==> config.mk <==
export PLATFORM = sky130hd
export DESIGN_NAME = vga_frame_fetch
export DESIGN_NICKNAME = d
export VERILOG_FILES = /design/src/rtl/vga_frame_fetch.sv
export SDC_FILE = /design/constraint.sdc
export NUM_CORES = 1
export LEC_CHECK = 0
export BUFFER_PORTS_ARGS = -buffer_cell sky130_fd_sc_hd__buf_2
export CAP_MARGIN = 0
export CORE_MARGIN = 4
export CORE_UTILIZATION = 31
export CTS_BUF_LIST = sky130_fd_sc_hd__clkbuf_16
export DETAILED_ROUTE_END_ITERATION = 7
export GPL_TIMING_DRIVEN = 1
export SYNTH_ARGS = -nofsm -noshare
export SYNTH_HDL_FRONTEND = slang
export SYNTH_SLANG_ARGS = --single-unit
==> constraint.sdc <==
create_clock -name wb_clk_i -period 7.8 [get_ports wb_clk_i]
set_clock_uncertainty 0.1 [all_clocks]
set_input_delay 0.78 -clock wb_clk_i [delete_from_list [all_inputs] [get_ports wb_clk_i]]
set_output_delay 0.78 -clock wb_clk_i [all_outputs]
set_load 0.02 [all_outputs]
==> src/rtl/vga_frame_fetch.sv <==
// Wishbone read master that fetches one frame of 12-bit pixels into a show-ahead FIFO.
// One bus transaction at most is outstanding; the master stalls while the FIFO is full.
module vga_frame_fetch #(
    parameter int unsigned FRAME_WORDS = 307200,
    parameter int unsigned FIFO_DEPTH  = 16
) (
    input  logic        wb_clk_i,
    input  logic        wb_rst_i,
    input  logic        frame_start_i,
    input  logic [31:0] base_addr_i,
    output logic        wbm_cyc_o,
    output logic        wbm_stb_o,
    output logic [31:0] wbm_adr_o,
    output logic        wbm_we_o,
    output logic [3:0]  wbm_sel_o,
    input  logic [31:0] wbm_dat_i,
    input  logic        wbm_ack_i,
    input  logic        wbm_err_i,
    input  logic        pix_rd_i,
    output logic [11:0] pix_data_o,
    output logic        pix_valid_o,
    output logic        busy_o,
    output logic        err_o
);
    localparam int unsigned PW  = 12;
    localparam int unsigned AW  = $clog2(FIFO_DEPTH);
    localparam int unsigned CW  = AW + 1;
    localparam int unsigned WCW = $clog2(FRAME_WORDS + 1);
    localparam logic [CW-1:0]  FULL = CW'(FIFO_DEPTH);
    localparam logic [WCW-1:0] LAST = WCW'(FRAME_WORDS);

    typedef enum logic [1:0] {
        IDLE  = 2'd0,
        READ  = 2'd1,
        STALL = 2'd2
    } state_t;

    state_t         state_q, state_d;
    logic [31:0]    addr_q, addr_d;
    logic [WCW-1:0] wcnt_q, wcnt_d;
    logic           err_q, err_d;

    logic [PW-1:0]  mem [FIFO_DEPTH];
    logic [AW-1:0]  wr_ptr_q, wr_ptr_d, rd_ptr_q, rd_ptr_d;
    logic [CW-1:0]  occ_q, occ_d, occ_kept;
    logic [PW-1:0]  head_q, head_d;
    logic           push, pop;

    logic           cyc_q, busy_q, valid_q;
    logic           dat_unused;

    assign dat_unused = ^wbm_dat_i[31:PW];

    // FIFO bookkeeping; the head register is refreshed so the next pixel shows one cycle after its ack
    always_comb begin
        push     = (state_q == READ) && wbm_ack_i && !wbm_err_i;
        pop      = pix_rd_i && (occ_q != '0);
        occ_kept = occ_q - CW'(pop);
        occ_d    = occ_kept + CW'(push);
        rd_ptr_d = rd_ptr_q + AW'(pop);
        wr_ptr_d = wr_ptr_q + AW'(push);
        head_d   = head_q;
        if (push && (occ_kept == '0)) begin
            head_d = wbm_dat_i[PW-1:0];
        end else if (occ_kept != '0) begin
            head_d = mem[rd_ptr_d];
        end
    end

    // Fetch sequencing; a frame start with a full FIFO waits in STALL so nothing is ever overwritten
    always_comb begin
        state_d = state_q;
        addr_d  = addr_q;
        wcnt_d  = wcnt_q;
        err_d   = err_q;
        case (state_q)
            IDLE: begin
                if (frame_start_i) begin
                    addr_d  = base_addr_i;
                    wcnt_d  = '0;
                    err_d   = 1'b0;
                    state_d = (occ_d == FULL) ? STALL : READ;
                end
            end
            READ: begin
                if (wbm_err_i) begin
                    err_d   = 1'b1;
                    state_d = IDLE;
                end else if (wbm_ack_i) begin
                    addr_d = addr_q + 32'd4;
                    wcnt_d = wcnt_q + WCW'(1);
                    if (wcnt_d == LAST) begin
                        state_d = IDLE;
                    end else if (occ_d == FULL) begin
                        state_d = STALL;
                    end
                end
            end
            STALL: begin
                if (occ_q < FULL) begin
                    state_d = READ;
                end
            end
            default: state_d = IDLE;
        endcase
    end

    always_ff @(posedge wb_clk_i or posedge wb_rst_i) begin
        if (wb_rst_i) begin
            state_q  <= IDLE;
            addr_q   <= '0;
            wcnt_q   <= '0;
            err_q    <= 1'b0;
            wr_ptr_q <= '0;
            rd_ptr_q <= '0;
            occ_q    <= '0;
            head_q   <= '0;
            cyc_q    <= 1'b0;
            busy_q   <= 1'b0;
            valid_q  <= 1'b0;
        end else begin
            state_q  <= state_d;
            addr_q   <= addr_d;
            wcnt_q   <= wcnt_d;
            err_q    <= err_d;
            wr_ptr_q <= wr_ptr_d;
            rd_ptr_q <= rd_ptr_d;
            occ_q    <= occ_d;
            head_q   <= head_d;
            cyc_q    <= (state_d == READ);
            busy_q   <= (state_d != IDLE);
            valid_q  <= (occ_d != '0);
        end
    end

    always_ff @(posedge wb_clk_i) begin
        if (push) begin
            mem[wr_ptr_q] <= wbm_dat_i[PW-1:0];
        end
    end

    assign wbm_cyc_o   = cyc_q;
    assign wbm_stb_o   = cyc_q;
    assign wbm_adr_o   = addr_q;
    assign wbm_we_o    = 1'b0;
    assign wbm_sel_o   = 4'hF;
    assign pix_data_o  = head_q;
    assign pix_valid_o = valid_q;
    assign busy_o      = busy_q;
    assign err_o       = err_q;
endmodule

==> results.py <==
metrics = {
    "status": {
        "status": "complete, no violations",
    },
    "clocking": {
        "cts_tree": "built",
        "clock_sinks": 274,
        "clk_pin_slew_ns": 0.06,
        "clockBufferDepth": 3,
        "post_cts_buffers": 0,
        "clk_latency_ns": 0.56,
        "numCtsBuffers": 27,
        "htreeDepth": 1,
        "root_buffer": "clkbuf_16",
        "cts_resized": 0,
        "ctsHoldBuffers": 0,
    },
    "placement": {
        "io_buffers": 98,
        "gp_congestion": 0.797,
        "dp_hpwl_um": 17100,
        "placed_area_um2": 13100,
    },
    "global_route": {
        "grt_max_degree": 59,
        "grt_pass1_vias": 7358,
        "grt_usage_pct": 13.1,
        "antenna_found_initial": 0,
        "overflow": 0,
        "grt_pass1_wl_um": 43100,
    },
    "yosys": {
        "async_reset_ff_share_pct": 29.9,
        "synth_most_common_cell": "edfxtp_1",
        "synth_edf_count": 192,
        "yosys_most_used_dff": "edfxtp_1",
        "yosysWarnings": 0,
        "yosysTopAreaCell": "edfxtp_1",
        "syn_area_um2": 12000,
        "syn_inst": 853,
        "synthTopCellsByArea": "edfxtp_1 48%, dfrtp_1 17%, mux4_2 11%",
        "synthTopCellsByCount": "192 x edfxtp_1, 82 x dfrtp_1, 75 x nand2_1",
        "synth.avg_cell_area_um2": 14.1,
        "synth-seq-cells": 274,
        "synth_cell_types": 60,
        "ys_seq_area_share_pct": 65.1,
        "synth_top_cell_area_share_pct": 48.0,
    },
    "finish": {
        "diodes": 0,
        "area_growth_syn_to_layout_pct": 16.4,
        "seq_area_um2": 7820,
        "fin_area_um2": 14000,
        "nFillCells": 3588,
        "multi_input_area_um2": 4000,
        "final_layout_size_suffix_gt1_share_pct": 25.5,
        "final_nets": 1024,
    },
    "critical_path": {
        "start_kind": "flop",
        "end_kind": "flop",
        "worstPathMaxFanout": 38,
        "critPathKind": "flop to flop",
        "cp_data_required_time_ns": 7.96,
        "cp.arrival_ns": 4.16,
    },
    "sta": {
        "rsz0062_at_grt": "no",
        "slew_violations": 0,
        "setup_viol": 0,
        "period_share_pct": 51.4,
        "slew-limit-headroom_pct": 31.1,
        "tightest_slew_ns": 1.03,
        "hold_viol": 0,
        "tns_ns": 0,
        "min_period_ns": 4.01,
        "fmax_mhz": 250,
    },
    "drt": {
        "vias": 7503,
        "dr.pass1.iters": 6,
        "post-route-drc-count": 0,
        "vias_per_cell": 5.09,
        "wl_per_cell_um": 19.0,
        "highest_layer": "met4",
        "met3WireLength_um": 1930,
        "wirelength_um": 28000,
        "antenna_left": 0,
        "drt_iter0_drc": 602,
        "wl_met2_um": 13300,
        "met1_length_um": 12200,
    },
    "die": {
        "die_h_um": 205,
        "die-width_um": 205,
        "core_area_um2": 37900,
        "num_rows": 71,
        "boundaryPins": 124,
        "die-area_um2": 42000,
        "initial_utilization_pct": 31.7,
    },
    "power_and_ir_drop": {
        "seqPwrFrac_pct": 38.0,
        "power.share.combinational_pct": 37.2,
        "netSwitchingFraction_pct": 35.6,
        "p_per_area_nw_per_um2": 373,
        "p_switching_uw": 1850,
        "leakagePower_uw": 0.00497,
        "pwr-share-clk_pct": 24.8,
        "ir_drop_v": 0.000232,
        "p_int_uw": 3360,
    },
    "hold_path": {
        "min_path_type": "primary input to async pin",
    },
    "run": {
        "drv_cap": 0,
    },
}
-- state kept, by name, summed over array words and instances, names as in the netlist --
signal / cells
state_q: 2
err_o: 1
pix_data_o: 12
wbm_adr_o: 32
wbm_cyc_o: 1
wcnt_q: 19
occ_q: 5
mem: 192
rd_ptr_q: 4
wr_ptr_q: 4
busy_o: 1
pix_valid_o: 1
-- worst paths after layout --
kind / start / end / slack (ns) / cells past startpoint
hold / removal: wb_rst_i / rd_ptr_q[0] / 0.12 / 2
min in group wb_clk_i: base_addr_i[0] / wbm_adr_o[0] / 0.32 / 3
setup / recovery: state_q[1] / mem[14][2] / 3.79 / 9
max in group asynchronous: wb_rst_i / wbm_adr_o[15] / 6.29 / 3
setup reg to reg: state_q[1] / mem[14][2] / 3.79 / 9
hold reg to reg: wbm_adr_o[1] / wbm_adr_o[1] / 0.38 / 2
-- cells in the final DEF, fill, tap and decap left out, types with 3 or more instances in the layout --
master / count
inv_1: 14
a21o_1: 6
nor3_1: 12
a211o_1: 3
clkinv_2: 10
clkinv_1: 5
dfrtp_1: 82
conb_1: 5
mux2i_1: 3
nand2b_1: 7
a31oi_1: 21
nor2_2: 8
buf_2: 98
and3_1: 4
ha_1: 8
clkbuf_16: 27
nand3b_1: 4
xnor2_1: 8
nand2_1: 75
bufinv_16: 3
nand4_1: 14
o21ai_0: 52
nor2_1: 54
o32ai_1: 3
nor4_1: 6
nor3_2: 4
xor2_1: 7
mux4_2: 60
edfxtp_1: 192
a22o_1: 3
a21oi_1: 55
buf_4: 17
or3_1: 4
o22ai_1: 10
nand3_1: 36
-- stage by stage --
stage	total power, uW	util [%]	setup slack [ns]	hold slack, ns	cells
CTS	5260	36.9	3.78	0.127	1475
global route	5520	36.9	3.48	0.146	1475
finish	5210	36.9	3.79	0.124	1475
global placement	3940	34.6	3.82	0.355	1426
detailed placement	3970	34.6	3.79	0.360	1426
floorplan	3420	-	4.37	0.387	856
-- cell type report --
class                           instances  area share (%)
Sequential cell                       274            55.9
Multi-Input combinational cell        515            28.6
Clock inverter                         22            1.35
Inverter                               11           0.304
Clock buffer                           27            4.83
Timing Repair Buffer                  115            4.42
Tap cell                              511            4.57
-- power by group through the flow --
stage / clock network, uW / registers (uW) / logic, uW
after detailed placement: 0 / 2000 / 1970
final: 1290 / 1980 / 1940
after CTS: 1320 / 1970 / 1970
after global routing: 1380 / 2010 / 2140
after global placement: 0 / 1990 / 1940
after floorplan: 0 / 2090 / 1330
-- critical path, cell delays in order, from the launching register on --
cell and delay [ns]:
dfrtp_1 0.49, nand2b_1 0.67, nor2_1 0.26, nand2_1 0.07
buf_4 0.26, inv_1 0.13, buf_4 0.47, nand3_1 0.29
nor2_1 0.62, buf_4 0.32
-- cell families (layout without fill, tap and decap cells) --
group                    after synthesis  count (layout)  synth area share (%)
other                                  2               5                0.0625
AND/OR/NAND/NOR                      247             247                  10.0
AO/OA/AOI/OAI                        173             173                  8.52
multiplexers                          63              63                  11.5
adder cells (fa/ha/maj)               10              10                  1.04
buffers and inverters                 67             175                  2.41
flip-flops                           274             274                  65.1
XOR/XNOR                              17              17                  1.35
-- routing by layer --
layer,up-vias,GRT usage (%)
met5,-,0
met3,41,2.49
met2,246,21.7
met1,3727,18.0
li1,3489,-
met4,0,2.87
(Power assumes the default switching activity.)
